[src/rtl/fifo_packer_pkg.sv]
// fifo_packer_pkg: shared FSM state type and parameter legality check for the byte packer.
package fifo_packer_pkg;

    typedef enum logic [1:0] {
        S_PACK,
        S_FLUSH_WAIT,
        S_FLUSH_EMIT
    } state_t;

    function automatic bit ratio_ok(int r);
        return r >= 2 && (r & (r - 1)) == 0;
    endfunction

endpackage

[src/rtl/fifo_packer_out_stage.sv]
// fifo_packer_out_stage: single-entry valid/ready holding register for packed words.
module fifo_packer_out_stage #(
    parameter int DATA_BITS = 32,
    parameter int KEEP_BITS = 4
) (
    input  logic                 clk,
    input  logic                 rst_n,
    input  logic                 load,
    input  logic [DATA_BITS-1:0] load_data,
    input  logic [KEEP_BITS-1:0] load_keep,
    input  logic                 load_last,
    input  logic                 m_ready,
    output logic                 m_valid,
    output logic [DATA_BITS-1:0] m_data,
    output logic [KEEP_BITS-1:0] m_keep,
    output logic                 m_last
);

    // load is only raised while the slot is free, so a held word never changes
    always_ff @(posedge clk or negedge rst_n) begin
        if (!rst_n) begin
            m_valid <= 1'b0;
            m_data  <= '0;
            m_keep  <= '0;
            m_last  <= 1'b0;
        end else if (load) begin
            m_valid <= 1'b1;
            m_data  <= load_data;
            m_keep  <= load_keep;
            m_last  <= load_last;
        end else if (m_ready) begin
            m_valid <= 1'b0;
        end
    end

endmodule

[src/rtl/fifo_byte_packer.sv]
// fifo_byte_packer: packs FIFO read-side entries into wide words, with flush emitting a
// partial word carrying lane-keep bits and a last marker.
module fifo_byte_packer
    import fifo_packer_pkg::*;
#(
    parameter int DATA_WIDTH = 8,
    parameter int PACK_RATIO = 4
) (
    input  logic                             clk,
    input  logic                             rst_n,
    input  logic                             fifo_empty,
    output logic                             fifo_rd_en,
    input  logic                             fifo_valid,
    input  logic [DATA_WIDTH-1:0]            fifo_dout,
    input  logic                             flush,
    output logic                             m_valid,
    input  logic                             m_ready,
    output logic [DATA_WIDTH*PACK_RATIO-1:0] m_data,
    output logic [PACK_RATIO-1:0]            m_keep,
    output logic                             m_last,
    output logic                             overflow_err
);

    localparam int OUT_WIDTH = DATA_WIDTH * PACK_RATIO;
    localparam int CW = $clog2(PACK_RATIO) + 1;

    if (!ratio_ok(PACK_RATIO)) begin : g_bad_ratio
        $error("PACK_RATIO must be a power of two >= 2");
    end

    state_t state;
    logic [CW-1:0] byte_cnt;
    logic inflight;
    logic [PACK_RATIO-1:0][DATA_WIDTH-1:0] lanes;
    logic full, slot_free, load, capture;
    logic [OUT_WIDTH-1:0] load_data;
    logic [PACK_RATIO-1:0] load_keep;

    assign full = byte_cnt == CW'(PACK_RATIO);
    assign slot_free = !m_valid || m_ready;
    assign load = slot_free && (full || (state == S_FLUSH_EMIT && byte_cnt != '0));
    assign capture = fifo_valid && !full;
    assign fifo_rd_en = rst_n && state == S_PACK && !fifo_empty && !flush &&
                        ((CW + 1)'(byte_cnt) + (CW + 1)'(inflight) < (CW + 1)'(PACK_RATIO));

    // lanes beyond byte_cnt are zeroed so a partial word carries no stale data
    for (genvar k = 0; k < PACK_RATIO; k++) begin : g_lane
        assign load_keep[k] = CW'(k) < byte_cnt;
        assign load_data[k*DATA_WIDTH +: DATA_WIDTH] = load_keep[k] ? lanes[k] : '0;
    end

    always_ff @(posedge clk or negedge rst_n) begin
        if (!rst_n) begin
            state        <= S_PACK;
            byte_cnt     <= '0;
            inflight     <= 1'b0;
            lanes        <= '0;
            overflow_err <= 1'b0;
        end else begin
            inflight <= fifo_rd_en;
            if (capture) lanes[byte_cnt[CW-2:0]] <= fifo_dout;
            if (fifo_valid && full) overflow_err <= 1'b1;
            byte_cnt <= load ? '0 : byte_cnt + CW'(capture);
            state <= state == S_PACK       ? (flush ? S_FLUSH_WAIT : S_PACK)
                   : state == S_FLUSH_WAIT ? (inflight ? S_FLUSH_WAIT : S_FLUSH_EMIT)
                   : (byte_cnt == '0 || slot_free) ? S_PACK : S_FLUSH_EMIT;
        end
    end

    fifo_packer_out_stage #(
        .DATA_BITS(OUT_WIDTH),
        .KEEP_BITS(PACK_RATIO)
    ) u_out (
        .clk      (clk),
        .rst_n    (rst_n),
        .load     (load),
        .load_data(load_data),
        .load_keep(load_keep),
        .load_last(!full),
        .m_ready  (m_ready),
        .m_valid  (m_valid),
        .m_data   (m_data),
        .m_keep   (m_keep),
        .m_last   (m_last)
    );

endmodule

[config.mk]
export PLATFORM = sky130hd
export DESIGN_NAME = fifo_byte_packer
export DESIGN_NICKNAME = d
export VERILOG_FILES = /design/src/rtl/fifo_packer_pkg.sv /design/src/rtl/fifo_packer_out_stage.sv /design/src/rtl/fifo_byte_packer.sv
export SDC_FILE = /design/constraint.sdc
export NUM_CORES = 1
export LEC_CHECK = 0
export CELL_PAD_IN_SITES_DETAIL_PLACEMENT = 0
export CELL_PAD_IN_SITES_GLOBAL_PLACEMENT = 1
export CORE_UTILIZATION = 45
export DETAILED_ROUTE_END_ITERATION = 8
export PLACE_DENSITY_LB_ADDON = 0.1
export SETUP_SLACK_MARGIN = 0.5
export SKIP_LAST_GASP = 1
export SLEW_MARGIN = 5
export SYNTH_ARGS = -nofsm -noshare
export SYNTH_HDL_FRONTEND = slang
export SYNTH_SLANG_ARGS = --single-unit
[constraint.sdc]
create_clock -name clk -period 5.1 [get_ports clk]
set_input_delay 1.02 -clock clk [delete_from_list [all_inputs] [get_ports clk]]
set_output_delay 1.02 -clock clk [all_outputs]
set_load 0.1 [all_outputs]
* Word level (Yosys, flattened, before mapping)
Index checks and enable logic that the tools add are counted.
** Operators by class
- Add/subtract/negate cells :: 2
- $mul :: 0
- Divide/modulo/power cells :: 0
- Order comparisons :: 7
- Eq/ne operators :: 3
- Shift-type cells :: 0
- Muxes and demuxes :: 15
- Bitwise gates (word level) :: 0
- Reduce and logical (&&, ||, !) cells :: 20
** Operators by type and width (count)
- 2-to-1 mux 8 bit :: 5
- bitwise mux 32 bit :: 1
- demux 8 bit (select 2 bit) :: 1
- logical AND 1 bit :: 9
- 2-to-1 mux 2 bit :: 4
- < comparator 1 x 3 -> 1 bit (first input constant) :: 2
- < comparator 2 x 3 -> 1 bit (first input constant) :: 2
- adder 3 x 1 -> 4 bit :: 1
- zero test 1 bit :: 4
- < comparator 4 x 3 -> 1 bit (second input constant) :: 1
- adder 3 x 1 -> 3 bit :: 1
- equality test 3 bit (second input constant) :: 1
- zero test 3 bit :: 1
- logical OR 1 bit :: 3
- < comparator 2 x 3 -> 1 bit (second input constant) :: 1
- 2-to-1 mux 1 bit :: 3
- 2-to-1 mux 3 bit :: 1
- nonzero test 3 bit :: 1
- equality test 2 x 1 -> 1 bit (second input constant) :: 1
- equality test 2 bit (second input constant) :: 1
- >= comparator 2 x 1 -> 1 bit (second input constant) :: 1
- zero test 2 bit :: 1
- nonzero test 2 bit :: 1
** Storage, ports and cells
- Register bits :: 77
- Bits in latches :: 0
- Memory bits (writable) :: 0
- Memory bits (read-only) :: 0
- Bits of input ports :: 14
- Output and inout port bits :: 40
- Word-level logic and storage cells :: 59
- Memories :: 0

* Longest topological paths before layout
- Word-level depth :: 6
- Mapped depth :: 8

* Modules after synthesis
From an unflattened synthesis, not the netlist that was laid out.
** Unflattened totals
- Cell total of the unflattened synthesis :: 222
- Area, all modules :: 3333.2 µm²
** By module, submodules not included
- fifo_byte_packer :: instances 1, cells an instance 141, area each 1844.3 µm², seq. area each 975.9 µm²
- fifo_packer_out_stage :: instances 1, cells an instance 81, area each 1488.9 µm², seq. area each 950.9 µm²

* Worst setup path before layout
OpenSTA, ideal clock, no wires.
- Path kind :: input-to-output
- Start point :: input flush
- End point :: output fifo_rd_en
- Arrival time :: 6325 ps
- Required time :: 4080 ps
- Path slack :: -2245 ps
- Stages on the path :: 2
- Buffers on the path :: 0
- Cell sequence :: or4b_1 -> a2111oi_0
** Between the ends
- Word-level cells in the longest chain between the ends :: 3
** Ends and longest elaborated chain
- from (decl) :: RTL line fifo_byte_packer.sv:15 : input logic flush,
- zero test 1 bit :: RTL line fifo_byte_packer.sv:43 : assign fifo_rd_en = rst_n && state == S_PACK && !fifo_empty && !flush &&
- logical AND 1 bit (2 in a row) :: RTL line fifo_byte_packer.sv:43
- to (decl) :: RTL line fifo_byte_packer.sv:12 : output logic fifo_rd_en,
Every way passes these cells.

* Worst setup path after layout
Ends and elaborated chain as after synthesis.

==> metrics.txt <==
Congestion Overflow GR=0; Post-CTS Setup Bufs=0; Detail Route Antenna Nets=0; hpwl dp=4160 µm; number of synthesized flops with an enable pin=0; Worst-path clk slew=0.08 ns; Final min period=3.73 ns; GP Congestion=0.754; Worst Path Required=4.08 ns; Die Area=0.00738 mm²; Critical Path Sink Type=output pin; Total Wirelength=6420 µm; Setup CP Type=input port to output pin; CP startpoint kind=input port; Area Overhead vs Synth=24.5%; fin crit share=73.2%; antenna violations before repair=0; CTS Buf Count=9; first-pass GRT wire length=10600 µm; Ports=54; clk_skew=0.00658 ns; TritonRoute pass-1 iters=4; clock sink count=77; CP max-delay cell=or4b_1; Critical Path Fanout Max=2; post-synthesis async set-or-reset flop share=100%; Final Hold Vio Count=0; Setup TNS=0 ns; Ant. Diodes=0; Total GRT Usage=19.4%; Die Height=85.9 µm; buffer depth of the longest clock path=2; routed len/inst=17.0 µm; synth unique cells=37; row count=30; vias per inst=5.41; nets@finish=293; Max Freq=268 MHz; worst slew pin tran=0.996 ns; cells after synthesis=228; syn avg cell area=13.9 µm²; setup violators final=0; drt initial violations=119; post_cts resized=0; status=complete, no violations; Util after Layout=58.0%; vias in the first global route=2000; DR DRC count=0; Largest stage delay, worst path=0.52 ns; relative max-transition margin=33.4%; Mapped Nets=244; fin. max-slew vios=0; dominant synthesized flop cell=dfrtp_1; largest net degree at the start of global routing=60; Worst EP arrival=2.71 ns; CTS tree=done; sequential area share after synthesis=60.8%; Horiz. Die Dim=85.9 µm; Final WS setup=1.37 ns; CTS Root Cell=clkbuf_8; worst slack, placed=1.35 ns; Post-Synthesis Cell Area=0.00317 mm²; #FFs+latches synth=77; htree depth=3; Core ar.=0.00679 mm²; Crit path max-delay family=buffers and inverters; crit path cell chain=clkdlybuf4s50_1 -> or4b_1 -> a2111oi_2 -> buf_4; RSZ-0062 raised after global routing=no; # port buffers=53; Hold WC Path Type=flop to flop; via count=2045; Max-Cap Viols=0; Clock Latency Late Sink=0.34 ns; Initial Util=46.6%; layout cells sized above 1=22.3%; Critical path buffers and inverters=2; hold buffers post-CTS=0; Ys Warns=0
## worst paths after layout
kind                                             startpoint  cells past startpoint                           end  slack, ns
worst max register to register           state[1]$_DFF_PN0_                      3   u_out.m_data[7]$_DFFE_PN0P_       2.86
worst min register to register  u_out.m_keep[0]$_DFFE_PN0P_                      1   u_out.m_keep[0]$_DFFE_PN0P_       0.47
worst max-delay path                                  flush                      4                    fifo_rd_en       1.37
worst min-delay path            u_out.m_keep[0]$_DFFE_PN0P_                      1   u_out.m_keep[0]$_DFFE_PN0P_       0.47
max in group asynchronous                             rst_n                      2  u_out.m_data[20]$_DFFE_PN0P_       3.56
min in group asynchronous                             rst_n                      1  u_out.m_data[22]$_DFFE_PN0P_       0.54
## worst register-to-register path: cells and delay by family (launching register included)
family           cells  cell delay, ns
AO/OA/AOI/OAI        1            0.83
flip-flops           1            0.44
multiplexers         1            0.43
AND/OR/NAND/NOR      1            0.44
## per-layer routing
metal / global-route usage, % / share of wire (%) / vias up
li1: - / - / 938
met1: 27.6 / 47 / 1054
met2: 29.4 / 48 / 44
met3: 3.18 / 3.2 / 9
met4: 8.64 / 1.9 / 0
met5: 0 / 0 / -
## cells in the mapped netlist, types with 4 or more instances
cell type,instances,area [µm²]
nor2_1,4,15.0
mux2_2,40,450
o2111ai_1,8,70.1
nand4_1,8,50.1
buf_2,6,30.0
dfrtp_1,77,1930
o211ai_1,8,60.1
inv_1,9,33.8
clkbuf_1,8,30.0
nand2b_1,4,25.0
a22o_1,16,140
and2_1,4,25.0
## cells by family after synthesis
family	share of synthesized area [%]
flip-flops	60.8
AO/OA/AOI/OAI	13.3
multiplexers	14.5
AND/OR/NAND/NOR	6.60
buffers and inverters	3.67
adder cells (fa/ha/maj)	0.790
XOR/XNOR	0.277
## cell usage in the layout (no fill, tap or decap), drive strengths merged, types with 2 or more instances in the layout
master         synthesis  final
dfrtp                 77     77
clkdlybuf4s50          0     51
mux2                  40     40
a22o                  16     16
inv                    9     11
clkbuf                 8     10
o211ai                 9      9
o2111ai                8      8
nand4                  8      8
nor2                   4      4
nand2b                 4      4
and2                   4      4
buf                    8      3
nor2b                  2      2
nand3                  2      2
o21ai                  2      2
nand2                  2      2
a211oi                 2      2
a21oi                  2      2
nand3b                 2      2
a21o                   2      2
a31oi                  2      2
ha                     2      2
clkinvlp               0      2
## metrics by stage
stage	instances	instance area, µm²	hold WS, ns
2_1_floorplan	228	3170	0.460
3_3_place_gp	362	3740	0.452
3_5_place_dp	362	3740	0.456
4_1_cts	378	3940	0.480
5_1_grt	378	3940	0.495
6_report	378	3940	0.475
## registers in the layout (all words and copies together), names as in the netlist
signal / cells
u_out.m_keep: 4
inflight: 1
overflow_err: 1
u_out.m_last: 1
state: 2
u_out.m_data: 32
u_out.m_valid: 1
byte_cnt: 3
lanes: 32
## cell type report
cell class                 instances  area, µm²
inverter                           9       33.8
fill                             591       2850
clock buffer                      10        128
timing repair buffer              54        533
tap                               96        120
multi-input combinational        126       1130
clock inverter                     6       71.3
sequential                        77       1930
Power is not shown: default switching activity piles up to over one toggle a cycle in this logic, so the estimate is an artifact.
